==> config.mk <==
export PLATFORM = sky130hd
export DESIGN_NAME = breath_pwm
export DESIGN_NICKNAME = d
export VERILOG_FILES = /design/src/rtl/breath_pkg.sv /design/src/rtl/edge_tick.sv /design/src/rtl/breath_pwm.sv
export SDC_FILE = /design/constraint.sdc
export NUM_CORES = 1
export LEC_CHECK = 0
export BUFFER_PORTS_ARGS = -buffer_cell sky130_fd_sc_hd__buf_2
export CAP_MARGIN = 20
export CORE_MARGIN = 3
export CORE_UTILIZATION = 25
export DETAILED_ROUTE_END_ITERATION = 8
export PLACE_DENSITY_LB_ADDON = 0.08
export SYNTH_ARGS = -nofsm -noshare
export SYNTH_HDL_FRONTEND = slang
export SYNTH_SLANG_ARGS = --single-unit
==> constraint.sdc <==
create_clock -name clk -period 3.3 [get_ports clk]
set_input_delay 0.495 -clock clk [delete_from_list [all_inputs] [get_ports clk]]
set_output_delay 0.495 -clock clk [all_outputs]
set_load 0.1 [all_outputs]
==> src/rtl/breath_pkg.sv <==
// Shared state encoding and parameter helpers for the breathing-LED PWM.
package breath_pkg;

  typedef enum logic [2:0] {
    ST_IDLE    = 3'd0,
    ST_UP      = 3'd1,
    ST_HOLD_HI = 3'd2,
    ST_DOWN    = 3'd3,
    ST_HOLD_LO = 3'd4
  } breath_state_e;

  function automatic int breath_max(input int width);
    return (1 << width) - 1;
  endfunction

endpackage

==> src/rtl/edge_tick.sv <==
// Turns the divided-clock level into a single-cycle tick on each rising edge,
// treating the level purely as data sampled by clk.
module edge_tick (
  input  logic clk,
  input  logic rst,
  input  logic level_in,
  output logic tick
);

  logic s0, s1, s2;
  logic sampled;
  logic armed;

  // armed waits for a genuine low sample after reset, so a level that is
  // already high at release cannot masquerade as a rising edge.
  always_ff @(posedge clk or posedge rst) begin
    if (rst) begin
      s0      <= 1'b0;
      s1      <= 1'b0;
      s2      <= 1'b0;
      sampled <= 1'b0;
      armed   <= 1'b0;
    end else begin
      s0      <= level_in;
      s1      <= s0;
      s2      <= s1;
      sampled <= 1'b1;
      if (sampled && !s0) armed <= 1'b1;
    end
  end

  assign tick = s1 && !s2 && armed;

endmodule

==> src/rtl/breath_pwm.sv <==
// Breathing PWM: duty ramps up, holds at MAX, ramps down, holds at 0, and
// repeats; duty and state only change at the end of a PWM period.
module breath_pwm
  import breath_pkg::*;
#(
  parameter int WIDTH = 8,
  parameter int STEP  = 1,
  parameter int HOLD  = 16
) (
  input  logic             clk,
  input  logic             rst,
  input  logic             clkdiv_in,
  input  logic             en,
  output logic             pwm_out,
  output logic [WIDTH-1:0] duty,
  output logic [2:0]       phase,
  output logic             period_done
);

  localparam int                MAX_I     = breath_max(WIDTH);
  localparam logic [WIDTH-1:0]  MAX_N     = WIDTH'(MAX_I);
  localparam logic [WIDTH:0]    MAX_W     = (WIDTH+1)'(MAX_I);
  localparam logic [WIDTH-1:0]  STEP_N    = WIDTH'(STEP);
  localparam logic [WIDTH:0]    STEP_W    = (WIDTH+1)'(STEP);
  localparam int                HW        = (HOLD > 1) ? $clog2(HOLD) : 1;
  localparam logic [HW-1:0]     HOLD_LAST = HW'((HOLD > 0) ? HOLD - 1 : 0);

  breath_state_e    state, state_n;
  logic [WIDTH-1:0] duty_n;
  logic [WIDTH-1:0] pwm_cnt;
  logic [HW-1:0]    hold_cnt, hold_n;
  logic [WIDTH:0]   up_sum;
  logic             tick;
  logic             wrap;

  edge_tick u_tick (
    .clk      (clk),
    .rst      (rst),
    .level_in (clkdiv_in),
    .tick     (tick)
  );

  assign wrap   = tick && (state != ST_IDLE) && (pwm_cnt == MAX_N);
  assign up_sum = {1'b0, duty} + STEP_W;

  always_comb begin
    state_n = state;
    duty_n  = duty;
    hold_n  = hold_cnt;
    if (!en) begin
      // Disable wins over any tick or wrap in the same cycle.
      state_n = ST_IDLE;
      duty_n  = '0;
      hold_n  = '0;
    end else begin
      case (state)
        ST_IDLE: begin
          state_n = ST_UP;
          duty_n  = '0;
          hold_n  = '0;
        end
        ST_UP: begin
          if (wrap) begin
            if (up_sum >= MAX_W) begin
              duty_n  = MAX_N;
              hold_n  = '0;
              state_n = (HOLD == 0) ? ST_DOWN : ST_HOLD_HI;
            end else begin
              duty_n = up_sum[WIDTH-1:0];
            end
          end
        end
        ST_DOWN: begin
          if (wrap) begin
            if ({1'b0, duty} <= STEP_W) begin
              duty_n  = '0;
              hold_n  = '0;
              state_n = (HOLD == 0) ? ST_UP : ST_HOLD_LO;
            end else begin
              duty_n = duty - STEP_N;
            end
          end
        end
        ST_HOLD_HI, ST_HOLD_LO: begin
          if (wrap) begin
            if (hold_cnt == HOLD_LAST) begin
              hold_n  = '0;
              state_n = (state == ST_HOLD_HI) ? ST_DOWN : ST_UP;
            end else begin
              hold_n = hold_cnt + HW'(1);
            end
          end
        end
        default: state_n = ST_IDLE;
      endcase
    end
  end

  always_ff @(posedge clk or posedge rst) begin
    if (rst) begin
      state    <= ST_IDLE;
      duty     <= '0;
      hold_cnt <= '0;
    end else begin
      state    <= state_n;
      duty     <= duty_n;
      hold_cnt <= hold_n;
    end
  end

  always_ff @(posedge clk or posedge rst) begin
    if (rst) begin
      pwm_cnt     <= '0;
      period_done <= 1'b0;
    end else begin
      period_done <= en && wrap;
      if (!en || state == ST_IDLE) pwm_cnt <= '0;
      else if (tick)               pwm_cnt <= pwm_cnt + WIDTH'(1);
    end
  end

  assign pwm_out = (state != ST_IDLE) && (pwm_cnt < duty);
  assign phase   = state;

endmodule

==> impl_results.html <==
<table>
<tr><th>Metric</th><th>Value</th></tr>
<tr><th colspan="2">Status</th></tr>
<tr><td>Outcome</td><td>complete, no violations</td></tr>
<tr><th colspan="2">GRT</th></tr>
<tr><td>Overflow after GRT</td><td>0</td></tr>
<tr><td>Number of global-route vias before repair</td><td>~1800</td></tr>
<tr><td>Global-route wire length before repair</td><td>9591 microns</td></tr>
<tr><td>Gr usage total</td><td>0.1263</td></tr>
<tr><td>Maximum number of pins on one net before global-route repair</td><td>17</td></tr>
<tr><td>Number of antenna violations at the first check in global routing</td><td>0</td></tr>
<tr><th colspan="2">Route</th></tr>
<tr><td>Number of routed nets with antenna violations</td><td>0</td></tr>
<tr><td>Per-cell via count in the routed design</td><td>5.118</td></tr>
<tr><td>Final wirelength</td><td>~5700 microns</td></tr>
<tr><td>Initial DRC count</td><td>82</td></tr>
<tr><td>Iteration count of the initial detailed-routing pass</td><td>4</td></tr>
<tr><td>Via total after detailed routing</td><td>between 1500 and 2000</td></tr>
<tr><td>WL per Instance</td><td>around 16 microns</td></tr>
<tr><td>Count of unresolved DRC violations after routing</td><td>0</td></tr>
<tr><th colspan="2">Layout</th></tr>
<tr><td>Number of antenna diodes</td><td>0</td></tr>
<tr><td>Area growth, synth to finish</td><td>16.56%</td></tr>
<tr><td>Final Core Density</td><td>0.3060</td></tr>
<tr><td>Fraction of final layout cells with drive strength greater than 1</td><td>0.2049</td></tr>
<tr><td>Nets</td><td>260</td></tr>
<tr><td>Finished Layout Cells</td><td>around 350</td></tr>
<tr><th colspan="2">Synth</th></tr>
<tr><td>Netlist area before placement</td><td>roughly 2100 sq um</td></tr>
<tr><td>Cell type with the highest aggregate area in the netlist</td><td>sky130_fd_sc_hd__dfrtp_1</td></tr>
<tr><td>Predominant post-synthesis flop cell</td><td>sky130_fd_sc_hd__dfrtp_1</td></tr>
<tr><td>Register bit total from synthesis</td><td>29</td></tr>
<tr><td>Mean cell area of the mapped netlist</td><td>a little over 9 sq um</td></tr>
<tr><td>Gate Count Post-Synth</td><td>224</td></tr>
<tr><td>Post-synth EDFFs</td><td>0</td></tr>
<tr><td>Number of different library cells in the post-synthesis netlist</td><td>61</td></tr>
<tr><td>Net count after synthesis</td><td>241</td></tr>
<tr><td>Sequential-to-total area share from yosys stat</td><td>0.3505</td></tr>
<tr><td>Most frequently used cell type in the post-synthesis netlist</td><td>sky130_fd_sc_hd__dfrtp_1</td></tr>
<tr><td>Biggest area contributors in the synthesized netlist</td><td>sky130_fd_sc_hd__dfrtp_1, sky130_fd_sc_hd__ha_1, sky130_fd_sc_hd__o21ai_0, sky130_fd_sc_hd__nor2_1, sky130_fd_sc_hd__xnor2_1</td></tr>
<tr><td>Area share of the leading cell type in the synthesized netlist</td><td>0.3505</td></tr>
<tr><td>Yosys synthesis warning count</td><td>0</td></tr>
<tr><td>Async set or reset register ratio after synthesis</td><td>1.000</td></tr>
<tr><td>Ranking of synthesized cells by instance count</td><td>sky130_fd_sc_hd__dfrtp_1, sky130_fd_sc_hd__nor2_1, sky130_fd_sc_hd__o21ai_0, sky130_fd_sc_hd__ha_1, sky130_fd_sc_hd__inv_1</td></tr>
<tr><th colspan="2">Setup path</th></tr>
<tr><td>Type of the worst setup path</td><td>register to primary output</td></tr>
<tr><td>Sort of element at the start of the critical path</td><td>register</td></tr>
<tr><td>Arrival time reported for the critical path endpoint</td><td>2.49 ns</td></tr>
<tr><td>Family with the most delay on the worst path</td><td>compound AO/OA/AOI/OAI gates</td></tr>
<tr><td>Critical-path cell with the highest stage delay</td><td>sky130_fd_sc_hd__dfrtp_2</td></tr>
<tr><td>Max Fanout on Critical Path</td><td>7</td></tr>
<tr><td>Critical Path Most Common Cell</td><td>sky130_fd_sc_hd__a21o_1</td></tr>
<tr><td>CP peak stage delay</td><td>~0.45 ns</td></tr>
<tr><td>Sequence of cells on the critical path</td><td>inv_1, ha_1, a21o_1, a21o_1, a211oi_1, o21bai_1, a31oi_4, buf_2</td></tr>
<tr><td>Required time reported for the critical path endpoint</td><td>about 2.8 ns</td></tr>
<tr><td>Critical Path End Type</td><td>primary output</td></tr>
<tr><td>Bufs and invs on worst path</td><td>2</td></tr>
<tr><th colspan="2">Timing</th></tr>
<tr><td>Clock period minus worst slack</td><td>between 2 and 3 ns</td></tr>
<tr><td>Fin. max-slew vios</td><td>0</td></tr>
<tr><td>Highest attainable clock frequency</td><td>between 300 and 400 MHz</td></tr>
<tr><td>Worst-Margin Slew</td><td>between 0.7 and 0.8 ns</td></tr>
<tr><td>Setup TNS</td><td>0 ns</td></tr>
<tr><td>Unrepaired setup endpoints after global routing</td><td>false</td></tr>
<tr><td>Final Cycle Share</td><td>0.9031</td></tr>
<tr><td>Skew final</td><td>roughly 0.0069 ns</td></tr>
<tr><td>Number of hold-slack violations in the final timing report</td><td>0</td></tr>
<tr><td>Max transition margin</td><td>0.5263</td></tr>
<tr><td>Final Setup Violations</td><td>0</td></tr>
<tr><th colspan="2">Clocking</th></tr>
<tr><td>H-Tree Depth</td><td>2</td></tr>
<tr><td># hold bufs at CTS</td><td>0</td></tr>
<tr><td>Post-CTS setup buffers</td><td>0</td></tr>
<tr><td>Total CTS buffers</td><td>5</td></tr>
<tr><td>Clock Tree Root</td><td>sky130_fd_sc_hd__clkbuf_8</td></tr>
<tr><td>Sink count of the clock tree</td><td>29</td></tr>
<tr><td>Buffer depth of the longest clock path</td><td>2</td></tr>
<tr><td>Resize count post-CTS</td><td>0</td></tr>
<tr><td>Clock tree from TritonCTS</td><td>built</td></tr>
<tr><td>Clock input transition at the sequential cells of the worst setup and hold paths</td><td>roughly 0.070 ns</td></tr>
<tr><td>Clock latency at the later pin of the worst-skew pair</td><td>between 0.2 and 0.3 ns</td></tr>
<tr><th colspan="2">Die</th></tr>
<tr><td>Number of placed I/O pins</td><td>17</td></tr>
<tr><td>Die Footprint</td><td>between 9000 and 10000 sq um</td></tr>
<tr><td>Area of the core region</td><td>roughly 7900 sq um</td></tr>
<tr><td>Core Rows</td><td>32</td></tr>
<tr><td>Die X</td><td>approximately 97 microns</td></tr>
<tr><td>Starting density of the core</td><td>0.2625</td></tr>
<tr><td>Vertical die dimension</td><td>~97 microns</td></tr>
<tr><th colspan="2">Worst hold path</th></tr>
<tr><td>Class of the tightest hold or removal check</td><td>input pin to asynchronous set/reset pin</td></tr>
<tr><th colspan="2">Place</th></tr>
<tr><td>Number of cells in the design after placement</td><td>338</td></tr>
<tr><td>Final Wtd Congestion</td><td>0.7977</td></tr>
<tr><td>Port bufs</td><td>16</td></tr>
<tr><td>HPWL after detailed placement</td><td>just over 4000 microns</td></tr>
<tr><th colspan="2">Pwr</th></tr>
<tr><td>Worst ir drop on vdd</td><td>0.1594 mV</td></tr>
<tr><td>Power density over the cells</td><td>about 380 nW/um^2</td></tr>
<tr><td>Lkg Pwr</td><td>a little under 1 nW</td></tr>
<tr><th colspan="2">Flow run</th></tr>
<tr><td>Max-cap viol count</td><td>0</td></tr>
</table>
## per-stage QoR
stage	power [mW]	hold slack, ns	instance area, sq um	setup WS [ns]
after global routing	0.9682	0.3076	2414	0.1831
after CTS	0.9338	0.3060	2414	0.3022
after global placement	0.5366	0.3644	2297	0.6389
after detailed placement	0.5345	0.3622	2297	0.6286
after floorplan	0.4929	0.3537	2087	0.1234
final	0.9174	0.3159	2414	0.3197
## state kept, by name, summed over array words and instances (netlist names), 3 cells and up
register and count:
hold_cnt 4, duty 8, pwm_cnt 8, phase 3
## worst reg2reg max path, delay by kind of cell, from the launching register on
kind,cells,cell delay (ns)
flip-flops,1,0.48
AO/OA/AOI/OAI,4,1.19
adder cells (fa/ha/maj),1,0.38
multiplexers,2,0.44
## layer usage
metal  up-vias  wire [microns]  global-route usage
met5         -               0                   0
met3         8             215             0.02596
met4         0              83             0.03996
li1        871               -                   -
met2        42            2516              0.1863
met1       850            2869              0.1833
## power breakdown
part,switching [mW],internal (mW)
Sequential,0.00976,0.362
Combinational,0.107,0.0477
Clock,0.145,0.246
## kinds of logic after synthesis
group | count (synthesis) | share of synthesized area
compound gates | 68 | 0.2508
xor+xnor | 11 | 0.04652
fa+ha+maj | 14 | 0.08339
buf+inv | 26 | 0.04955
flops | 29 | 0.3505
mux | 4 | 0.02175
other cells | 1 | 0.001811
simple gates | 71 | 0.1958
## cells in the final DEF, fill, tap and decap left out, drive strengths merged, types with 3 or more instances in the layout
cell type  count
a211oi         4
a21o           4
a21oi         10
a31oi          4
a41oi          4
buf           22
clkbuf         7
dfrtp         29
ha            13
inv           16
mux2i          3
nand2         11
nand2b         3
nand3          8
nand4          5
nor2          18
nor3           5
o211ai         4
o21ai         15
o22ai          5
or2            3
or3            5
xnor2          6
xor2           5
## path summary, 6_finish.rpt
path / slack [ns] / endpoint / from / cells after the start
setup / recovery: 0.32 / pwm_out / duty[1] / 8
hold / removal: 0.32 / hold_cnt[0] / rst / 2
setup reg to reg: 0.70 / hold_cnt[0] / duty[0] / 7
hold reg to reg: 0.38 / u_tick.s1 / u_tick.s0 / 0
max in group asynchronous: 2.32 / pwm_cnt[6] / rst / 3
min in group clk: 0.32 / u_tick.s0 / clkdiv_in / 1
## final cells by class
cell class,count,area (sq um)
clock buffer,7,86.33
clock inverter,1,30.03
fill,833,5474
inverter,16,60.06
multi-input combinational,169,1257
sequential,29,726.9
tap,102,127.6
timing repair buffer,22,125.1
Power figures use the tool's default switching activity.
